[src/rtl/counter_stim_gen_pkg.sv]
// Shared codes for the mode-counter stimulus generator: counter mode codes,
// enable levels, phase codes and LFSR constants.
package counter_stim_gen_pkg;

    // Counter mode codes
    localparam logic [1:0] CUENTA_TRES_TRES = 2'b00;
    localparam logic [1:0] CUENTA_MENOS_UNO = 2'b01;
    localparam logic [1:0] CUENTA_MAS_UNO   = 2'b10;
    localparam logic [1:0] CARGA_D          = 2'b11;

    localparam logic ACTIVO      = 1'b1;
    localparam logic DESACTIVADO = 1'b0;

    // Galois feedback mask and the fallback seed used when a zero seed is given
    localparam logic [15:0] LFSR_MASK    = 16'hB400;
    localparam logic [15:0] LFSR_DEFAULT = 16'hACE1;

    // State encoding doubles as the phase code seen on the phase port
    typedef enum logic [2:0] {
        PH_IDLE = 3'd0,
        PH_INIT = 3'd1,
        PH_M00  = 3'd2,
        PH_M01  = 3'd3,
        PH_M10  = 3'd4,
        PH_M11  = 3'd5,
        PH_RAND = 3'd6
    } state_t;

    // One Galois step; the mask keeps a nonzero register nonzero
    function automatic logic [15:0] lfsr_step(input logic [15:0] v);
        return {1'b0, v[15:1]} ^ (v[0] ? LFSR_MASK : 16'h0000);
    endfunction

endpackage

[src/rtl/counter_stim_gen_lfsr16.sv]
// 16-bit Galois LFSR; loads the seed on reset, advances only while enabled.
module stim_lfsr16
    import counter_stim_gen_pkg::*;
(
    input  logic        clk,
    input  logic        reset,
    input  logic        en,
    input  logic [15:0] seed,
    output logic [15:0] q
);

    // Shift register: seed on reset, one Galois step per enabled cycle
    always_ff @(posedge clk or posedge reset) begin
        if (reset)
            q <= seed;
        else if (en)
            q <= lfsr_step(q);
    end

endmodule

[src/rtl/counter_stim_gen.sv]
// Clocked stimulus generator for the mode counter: INIT, directed sweep of the
// four modes, then pseudo-random phases, optionally ending with a done pulse.
module counter_stim_gen
    import counter_stim_gen_pkg::*;
#(
    parameter int          WIDTH       = 4,
    parameter int          PHASE_LEN   = 35,
    parameter int          D_PERIOD    = 10,
    parameter int          RAND_PHASES = 0,
    parameter logic [15:0] SEED        = 16'hACE1
) (
    input  logic             clk,
    input  logic             reset,
    input  logic             start,
    output logic             enable,
    output logic             dut_reset,
    output logic [1:0]       mode,
    output logic [WIDTH-1:0] D,
    output logic [2:0]       phase,
    output logic             done
);

    localparam int CW = $clog2(PHASE_LEN);
    localparam int DW = (D_PERIOD > 1) ? $clog2(D_PERIOD) : 1;

    localparam logic [CW-1:0] PL_LAST  = CW'(PHASE_LEN - 1);
    localparam logic [CW-1:0] PL_PEN   = CW'(PHASE_LEN - 2);
    localparam logic [CW-1:0] PL_THIRD = CW'(PHASE_LEN / 3);
    localparam logic [CW-1:0] PL_2THRD = CW'((2 * PHASE_LEN) / 3);
    localparam logic [DW-1:0] DP_LAST  = DW'(D_PERIOD - 1);
    localparam logic [15:0]   RP_LAST  = 16'(RAND_PHASES - 1);
    localparam logic [15:0]   SEED_EFF = (SEED == 16'h0000) ? LFSR_DEFAULT : SEED;

    state_t            state, state_n;
    logic [CW-1:0]     cyc, cyc_n;
    logic [DW-1:0]     dcnt, dcnt_n;
    logic [15:0]       rcnt, rcnt_n;
    logic              enable_n, dut_reset_n, done_n;
    logic [1:0]        mode_n;
    logic [WIDTH-1:0]  d_n;
    logic [15:0]       lfsr_q;
    logic              cyc_last, run_last;
    logic              unused_lfsr_bits;

    stim_lfsr16 u_lfsr (
        .clk   (clk),
        .reset (reset),
        .en    (state != PH_IDLE),
        .seed  (SEED_EFF),
        .q     (lfsr_q)
    );

    // Not every LFSR bit feeds an output at narrow WIDTH
    assign unused_lfsr_bits = ^lfsr_q;

    assign phase = state;

    // State, counters and output registers
    always_ff @(posedge clk or posedge reset) begin
        if (reset) begin
            state     <= PH_IDLE;
            cyc       <= '0;
            dcnt      <= '0;
            rcnt      <= '0;
            enable    <= DESACTIVADO;
            dut_reset <= ACTIVO;
            mode      <= CARGA_D;
            D         <= '0;
            done      <= 1'b0;
        end else begin
            state     <= state_n;
            cyc       <= cyc_n;
            dcnt      <= dcnt_n;
            rcnt      <= rcnt_n;
            enable    <= enable_n;
            dut_reset <= dut_reset_n;
            mode      <= mode_n;
            D         <= d_n;
            done      <= done_n;
        end
    end

    // Next-state and next-output logic
    always_comb begin
        state_n     = state;
        cyc_n       = cyc;
        dcnt_n      = dcnt;
        rcnt_n      = rcnt;
        enable_n    = enable;
        dut_reset_n = dut_reset;
        mode_n      = mode;
        d_n         = D;
        done_n      = 1'b0;
        cyc_last    = (cyc == PL_LAST);
        run_last    = (RAND_PHASES != 0) && (rcnt == RP_LAST);

        // D cadence runs in every active state, independent of the phase counter
        if (state != PH_IDLE) begin
            if (dcnt == DP_LAST) begin
                dcnt_n = '0;
                d_n    = lfsr_q[WIDTH-1:0];
            end else begin
                dcnt_n = dcnt + 1'b1;
            end
        end

        case (state)
            PH_IDLE: begin
                if (start) begin
                    state_n     = PH_INIT;
                    cyc_n       = '0;
                    dcnt_n      = '0;
                    rcnt_n      = '0;
                    enable_n    = DESACTIVADO;
                    dut_reset_n = ACTIVO;
                    mode_n      = CARGA_D;
                    d_n         = '0;
                end
            end
            PH_INIT: begin
                state_n     = PH_M00;
                cyc_n       = '0;
                enable_n    = ACTIVO;
                dut_reset_n = DESACTIVADO;
                mode_n      = CUENTA_TRES_TRES;
            end
            PH_M00, PH_M01, PH_M10, PH_M11: begin
                if (cyc_last) begin
                    cyc_n   = '0;
                    state_n = state_t'(state + 3'd1);
                    // M11 hands over to RAND still showing 11
                    if (state != PH_M11)
                        mode_n = mode + 2'd1;
                end else begin
                    cyc_n = cyc + 1'b1;
                end
            end
            PH_RAND: begin
                cyc_n = cyc_last ? '0 : cyc + 1'b1;
                if (cyc == '0)
                    mode_n = lfsr_q[1:0];
                if (cyc == PL_THIRD)
                    enable_n = lfsr_q[2];
                if (cyc == PL_2THRD)
                    dut_reset_n = lfsr_q[3] & lfsr_q[4];
                // Registered one cycle ahead so done is high on the last cycle
                if (cyc == PL_PEN && run_last)
                    done_n = 1'b1;
                if (cyc_last) begin
                    rcnt_n = rcnt + 16'd1;
                    if (run_last) begin
                        state_n     = PH_IDLE;
                        enable_n    = DESACTIVADO;
                        dut_reset_n = DESACTIVADO;
                        mode_n      = mode;
                        d_n         = D;
                    end
                end
            end
            default: state_n = PH_IDLE;
        endcase
    end

endmodule
[config.mk]
export PLATFORM = sky130hd
export DESIGN_NAME = counter_stim_gen
export DESIGN_NICKNAME = d
export VERILOG_FILES = /design/src/rtl/counter_stim_gen_pkg.sv /design/src/rtl/counter_stim_gen_lfsr16.sv /design/src/rtl/counter_stim_gen.sv
export SDC_FILE = /design/constraint.sdc
export NUM_CORES = 1
export LEC_CHECK = 0
export ABC_AREA = 1
export BUFFER_PORTS_ARGS = -buffer_cell sky130_fd_sc_hd__buf_4
export CORE_ASPECT_RATIO = 1.2
export CORE_UTILIZATION = 54
export CTS_CLUSTER_SIZE = 16
export DETAILED_ROUTE_END_ITERATION = 6
export GPL_ROUTABILITY_DRIVEN = 0
export HOLD_SLACK_MARGIN = 0.06
export PLACE_DENSITY = 0.82
export SLEW_MARGIN = 20
export SYNTH_ARGS = -nofsm -noshare
export SYNTH_HDL_FRONTEND = slang
export SYNTH_SLANG_ARGS = --single-unit
[constraint.sdc]
create_clock -name clk -period 1.6 [get_ports clk]
set_input_delay 0.32 -clock clk [delete_from_list [all_inputs] [get_ports clk]]
set_output_delay 0.32 -clock clk [all_outputs]
set_load 0.05 [all_outputs]
==> summary.md, run 1 <==
| Metric | Value |
|---|---|
| DP Worst Slack | `0.0292 ns` |
| # fillers | `296` |
| Initial antenna violation count | `0` |
| Min-delay worst type | `in -> async` |
| Post-DRT Antenna Nets | `0` |
| Max Clk Rate | `0.665 GHz` |
| Mux share of post-synthesis cell area | `0` |
| Fin crit period | `1.50 ns` |
| Starting Density | `0.571` |
| CP Capture Type | `flop` |
| Largest family of logic cells by synthesized area | `simple AND/OR/NAND/NOR gates` |
| Final worst setup slack | `0.0967 ns` |
| Peak VDD IR | `1.00 mV` |
| Compound-Gate Fraction of Synth Area | `0.127` |
| Ys Warns | `0` |
| Yosys cell types | `32` |
| Synth Area in Simple Gates | `0.274` |
| WL per Instance | `12.0 um` |
| Vias in the first global route | `1,745` |
| Via/cell ratio | `5.11` |
| DRC | `0` |
| Layout cells sized above 1 | `0.292` |
| Clk_skew | `0.00291 ns` |
| #FFs+latches synth | `37` |
| Most frequent cells in the layout | `nand2_1 (65), inv_1 (29), o21ai_0 (26)` |
| Post-Syn Area | `2090 sq um` |
| H-tree depth | `2` |
| Synth Instances | `263` |
| Antenna cells | `0` |
| Die width | `58.8 um` |
| Post-synthesis net count | `274` |
| Setup violations, final | `0` |
| Worst endpoint required time | `1.83 ns` |
| Largest net degree at the start of global routing | `38` |
| Util after Layout | `0.684` |
| Die Span Y | `70.2 um` |
| Max-Cap Viols | `0` |
| Synth Area in XOR/XNOR | `0.00837` |
| Synth Area in Adders | `0.0478` |
| Iteration count of the initial detailed-routing pass | `4` |
| CTS tree | `yes` |
| Port Buf Inserts | `13` |
| CP startpoint kind | `flop` |
| Ranking of synthesized cells by area | `dfrtp_1 (31%), dfstp_2 (14%), nand2_1 (13%), o21ai_0 (6.5%), inv_1 (5.7%)` |
| Clock Latency Late Sink | `0.29 ns` |
| GR Overflow Total | `0` |
| Top_reg_cell synth | `dfrtp_1` |
| RSZ-0062 raised after global routing | `yes` |
| HPWL after DPL | `2980 um` |
| Reg2Reg Launch Point | `phase[1]$_DFFE_PP0P_` |
| Via count | `1,739` |
| Hold Fails Final Rpt | `0` |
| IO Pins | `15` |
| Total track usage | `0.233` |
| Final wirelength | `4090 um` |
| Most common cell after layout, fill and taps aside | `nand2_1` |
| Layout area overhead | `19.7%` |
| Worst-path maximum fanout | `10` |
| CP Launch Point | `phase[1]$_DFFE_PP0P_` |
| CP arrival | `1.73 ns` |
| Max-slew violations | `0` |
| Core region area | `3660 sq um` |
| Post-synth EDFFs | `0` |
| Sink Count | `37` |
| Total CTS buffers | `5` |
| Top cell type's share of synthesized area | `0.311` |
| Clk buf depth | `2` |
| Leak Pwr | `1.19 nW` |
| Outcome | `completed` |
| Worst Path Class, Setup | `reg -> reg` |
| Final period util | `0.940` |
| Total negative slack | `0 ns` |
| Worst-path clk slew | `0.08 ns` |
| Async SR Flop Fraction | `1.00` |
| PwrDens | `2260 nW/um^2` |
| Root buffer cell | `clkbuf_8` |
| Final net count | `298` |
| Row count | `24` |
| Area leader, netlist | `dfrtp_1` |
| Drt first-iter violations | `147` |
| First-pass GRT wire length | `7360 um` |
| Seq/Total Area, Yosys | `0.449` |
| Avg Cell Area, Syn | `7.96 sq um` |
| Die footprint | `4130 sq um` |
-- sequential cells by signal (all words and copies together), names as in the netlist --
register / cells
D: 4
cyc: 6
dcnt: 4
dut_reset: 1
enable: 1
mode: 2
phase: 3
u_lfsr.q: 16
-- kinds of logic after synthesis --
logic type / after synthesis
AO/OA/AOI/OAI: 46
XOR/XNOR: 2
adder cells (fa/ha/maj): 8
buffers and inverters: 45
flip-flops: 37
other: 1
AND/OR/NAND/NOR: 124
-- synthesized netlist by cell type (2+ instances only) --
cell      number
a21oi_1        9
buf_2          2
buf_6          2
clkbuf_1       2
dfrtp_1       26
dfstp_2       11
ha_1           8
inv_1         32
inv_2          5
nand2_1       70
nand2_4        3
nand3_1       21
nand4_1        4
nor2_1        14
nor2_2         4
o21ai_0       27
o21ai_1        3
o21ai_2        4
or2_2          3
-- critical path, cell delays in order, from the launching register on --
cell and delay, ns:
dfrtp_2 0.46, inv_4 0.10, ha_2 0.21, inv_1 0.05, nand3_2 0.09, nand2_4 0.08, a21boi_4 0.16, buf_12 0.16
nor2_4 0.03, a21oi_2 0.08
-- what timing repair did --
| item | in CTS | in global routing |
|---|---|---|
| hold buffers | 0 | 0 |
| endpoints found under the setup margin | 0 | 7 |
| gates resized for setup | 0 | 5 |
| setup buffers | 0 | 1 |
-- path summary, 6_finish.rpt --
check	to	slack (ns)	cells past startpoint
worst max register to register	cyc[1]$_DFFE_PP0P_	0.1	9
min in group clk	dut_reset$_DFFE_PP1P_	0.46	2
worst min register to register	dut_reset$_DFFE_PP1P_	0.46	2
max in group asynchronous	u_lfsr.q[10]$_DFFE_PP1N_	1.12	3
worst max-delay path	cyc[1]$_DFFE_PP0P_	0.1	9
worst min-delay path	dcnt[1]$_DFF_PP0_	0.12	3
-- power by group --
| part | total (W) | switching (W) | internal [W] |
|---|---|---|---|
| logic | 0.00337 | 0.00213 | 0.00124 |
| registers | 0.00143 | 0.000222 | 0.00121 |
| clock network | 0.000868 | 0.000361 | 0.000507 |
| total | 0.00567 | 0.00271 | 0.00295 |
-- stage by stage --
stage | cell area [sq um] | std cells | power, W | hold WS, ns
2_1_floorplan | 2140 | 263 | 0.00387 | 0.453
3_3_place_gp | 2360 | 331 | 0.00464 | 0.448
3_5_place_dp | 2360 | 331 | 0.00470 | 0.451
4_1_cts | 2480 | 339 | 0.00557 | 0.145
5_1_grt | 2510 | 340 | 0.00613 | 0.182
6_report | 2510 | 340 | 0.00567 | 0.122
-- cell type report --
cell class                      count  area (sq um)  area share
Inverter                           37           141      0.0564
Multi-Input combinational cell    181          1020       0.408
Clock inverter                      2          37.5      0.0150
Tap cell                           52          65.1      0.0260
Sequential cell                    37           945       0.377
Clock buffer                        6          82.6      0.0330
Timing Repair Buffer               25           213      0.0849
-- routing by layer --
metal / GRT usage / vias to the layer above / wire (um)
met3: 0.0519 / 13 / 95
li1: - / 888 / -
met5: 0 / - / 0
met2: 0.383 / 37 / 2070
met4: 0.101 / 0 / 97
met1: 0.288 / 801 / 1820
Power figures use the tool's default switching activity.
==> run 2: changes to the inputs <==
--- a/config.mk
+++ b/config.mk
@@ -6,14 +6,14 @@
 export NUM_CORES = 1
 export LEC_CHECK = 0
 export ABC_AREA = 1
-export BUFFER_PORTS_ARGS = -buffer_cell sky130_fd_sc_hd__buf_4
 export CORE_ASPECT_RATIO = 1.2
 export CORE_UTILIZATION = 54
 export CTS_CLUSTER_SIZE = 16
 export DETAILED_ROUTE_END_ITERATION = 6
+export DONT_BUFFER_PORTS = 1
 export GPL_ROUTABILITY_DRIVEN = 0
 export HOLD_SLACK_MARGIN = 0.06
-export PLACE_DENSITY = 0.82
+export PLACE_DENSITY = 0.79
 export SLEW_MARGIN = 20
 export SYNTH_ARGS = -nofsm -noshare
 export SYNTH_HDL_FRONTEND = slang
==> summary.md, run 2 (synthesized netlist as in run 1, its figures left out) <==
| Metric | Value |
|---|---|
| Outcome | `completed` |
| Clk buf depth | `2` |
| CP startpoint kind | `flop` |
| Core region area | `3660 sq um` |
| GR Overflow Total | `0` |
| Total track usage | `0.241` |
| Via/cell ratio | `5.22` |
| Layout area overhead | `15.4%` |
| Final period util | `0.949` |
| Iteration count of the initial detailed-routing pass | `5` |
| Most common cell after layout, fill and taps aside | `nand2_1` |
| CTS tree | `yes` |
| M1 GR Usage | `0.303` |
| Max FFs per register | `16` |
| CP arrival | `1.75 ns` |
| Vias in the first global route | `1,685` |
| Max-Cap Viols | `0` |
| Final worst setup slack | `0.0822 ns` |
| FF-to-FF path depth | `9` |
| Met2 global-route usage | `0.384` |
| CP Launch Point | `phase[1]$_DFFE_PP0P_` |
| Worst Path Class, Setup | `reg -> reg` |
| Clock Latency Late Sink | `0.30 ns` |
| Row count | `24` |
| First-pass GRT wire length | `7450 um` |
| Total CTS buffers | `5` |
| Most frequent cells in the layout | `nand2_1 (66), inv_1 (29), o21ai_0 (26)` |
| WL per Instance | `13.1 um` |
| HPWL after DPL | `3050 um` |
| RSZ-0062 raised after global routing | `yes` |
| Antenna cells | `0` |
| Die width | `58.8 um` |
| Leak Pwr | `1.14 nW` |
| Setup violations, final | `0` |
| Most used routing layer | `met2` |
| Port Buf Inserts | `0` |
| CP Capture Type | `flop` |
| GRT met3 Usage | `0.0667` |
| Final net count | `291` |
| Worst endpoint required time | `1.83 ns` |
| Peak VDD IR | `1.18 mV` |
| Sink Count | `37` |
| DP Worst Slack | `0.0845 ns` |
| Biggest regs | `u_lfsr.q (16), cyc (6)` |
| Drt first-iter violations | `98` |
| Initial antenna violation count | `0` |
| Die footprint | `4130 sq um` |
| Max Clk Rate | `0.659 GHz` |
| Post-DRT Antenna Nets | `0` |
| Via count | `1,737` |
| Final wirelength | `4370 um` |
| Min-delay worst type | `in -> reg` |
| Crit Reg-Reg Endpoint | `cyc[3]$_DFFE_PP0P_` |
| Reg2Reg Launch Point | `phase[1]$_DFFE_PP0P_` |
| IO Pins | `15` |
| Top reg by flops | `u_lfsr.q` |
| Layout cells sized above 1 | `0.267` |
| Fin crit period | `1.52 ns` |
| Worst-path clk slew | `0.08 ns` |
| Root buffer cell | `clkbuf_8` |
| R2R setup slack | `0.08 ns` |
| H-tree depth | `2` |
| Largest net degree at the start of global routing | `38` |
| Clk_skew | `0.00914 ns` |
| Worst-path maximum fanout | `9` |
| Hold Fails Final Rpt | `0` |
| DRC | `0` |
| Starting Density | `0.571` |
| PwrDens | `2220 nW/um^2` |
| Die Span Y | `70.2 um` |
| Util after Layout | `0.659` |
| Max-slew violations | `0` |
| CP Capture Point | `cyc[3]$_DFFE_PP0P_` |
## run 2: area by class of cell
class | instances | area, sq um
Clock inverter | 2 | 13.8
Multi-Input combinational cell | 181 | 1020
Timing Repair Buffer | 18 | 150
Sequential cell | 37 | 943
Tap cell | 52 | 65.1
Fill cell | 322 | 1250
Inverter | 37 | 144
Clock buffer | 6 | 82.6
## run 2: how the worst min path moves through the flow
stage,from,endpoint,cells past startpoint
global placement,reset,enable$_DFFE_PP0P_,2
global route,start,dcnt[1]$_DFF_PP0_,3
finish,start,D[3]$_DFF_PP0_,3
floorplan,u_lfsr.q[8]$_DFFE_PP0N_,u_lfsr.q[8]$_DFFE_PP0N_,2
detailed placement,reset,dcnt[1]$_DFF_PP0_,2
CTS,start,D[3]$_DFF_PP0_,3
## run 2: where the power goes
group	total, W	switching (W)	internal (W)
registers	0.00174	0.000538	0.00120
logic	0.00291	0.00181	0.00110
clock network	0.000702	0.000353	0.000349
total	0.00535	0.00270	0.00265
## run 2: per-layer routing
layer  vias to the layer above  wire length [um]
met5                         -                 0
met4                         0                92
met3                         7               154
met2                        31              2200
met1                       828              1920
li1                        871                 -
## run 2: timing repair
item / CTS / global route
hold endpoints to repair: 26 / 0
buffers inserted: 0 / 2
resized for setup: 0 / 4
hold buffers: 1 / 0
endpoints found under the setup margin: 0 / 7
## run 2: metrics by stage
stage          TNS, ns  hold slack, ns  cells  area, sq um  total power, W
5_1_grt        -0.0461           0.392    333         2410         0.00579
3_3_place_gp         0           0.348    322         2280         0.00447
3_5_place_dp         0           0.345    322         2280         0.00453
6_report             0           0.365    333         2410         0.00535
2_1_floorplan  -0.0101           0.453    263         2140         0.00387
4_1_cts              0           0.355    331         2380         0.00527
## run 2: worst max-delay path, cell delays in order, from the launching register on
cell,delay (ns)
dfrtp_2,0.45
inv_4,0.10
ha_2,0.21
inv_1,0.05
nand3_2,0.09
nand2_4,0.08
a21boi_4,0.19
buf_12,0.16
nand2_2,0.06
o21ai_2,0.05
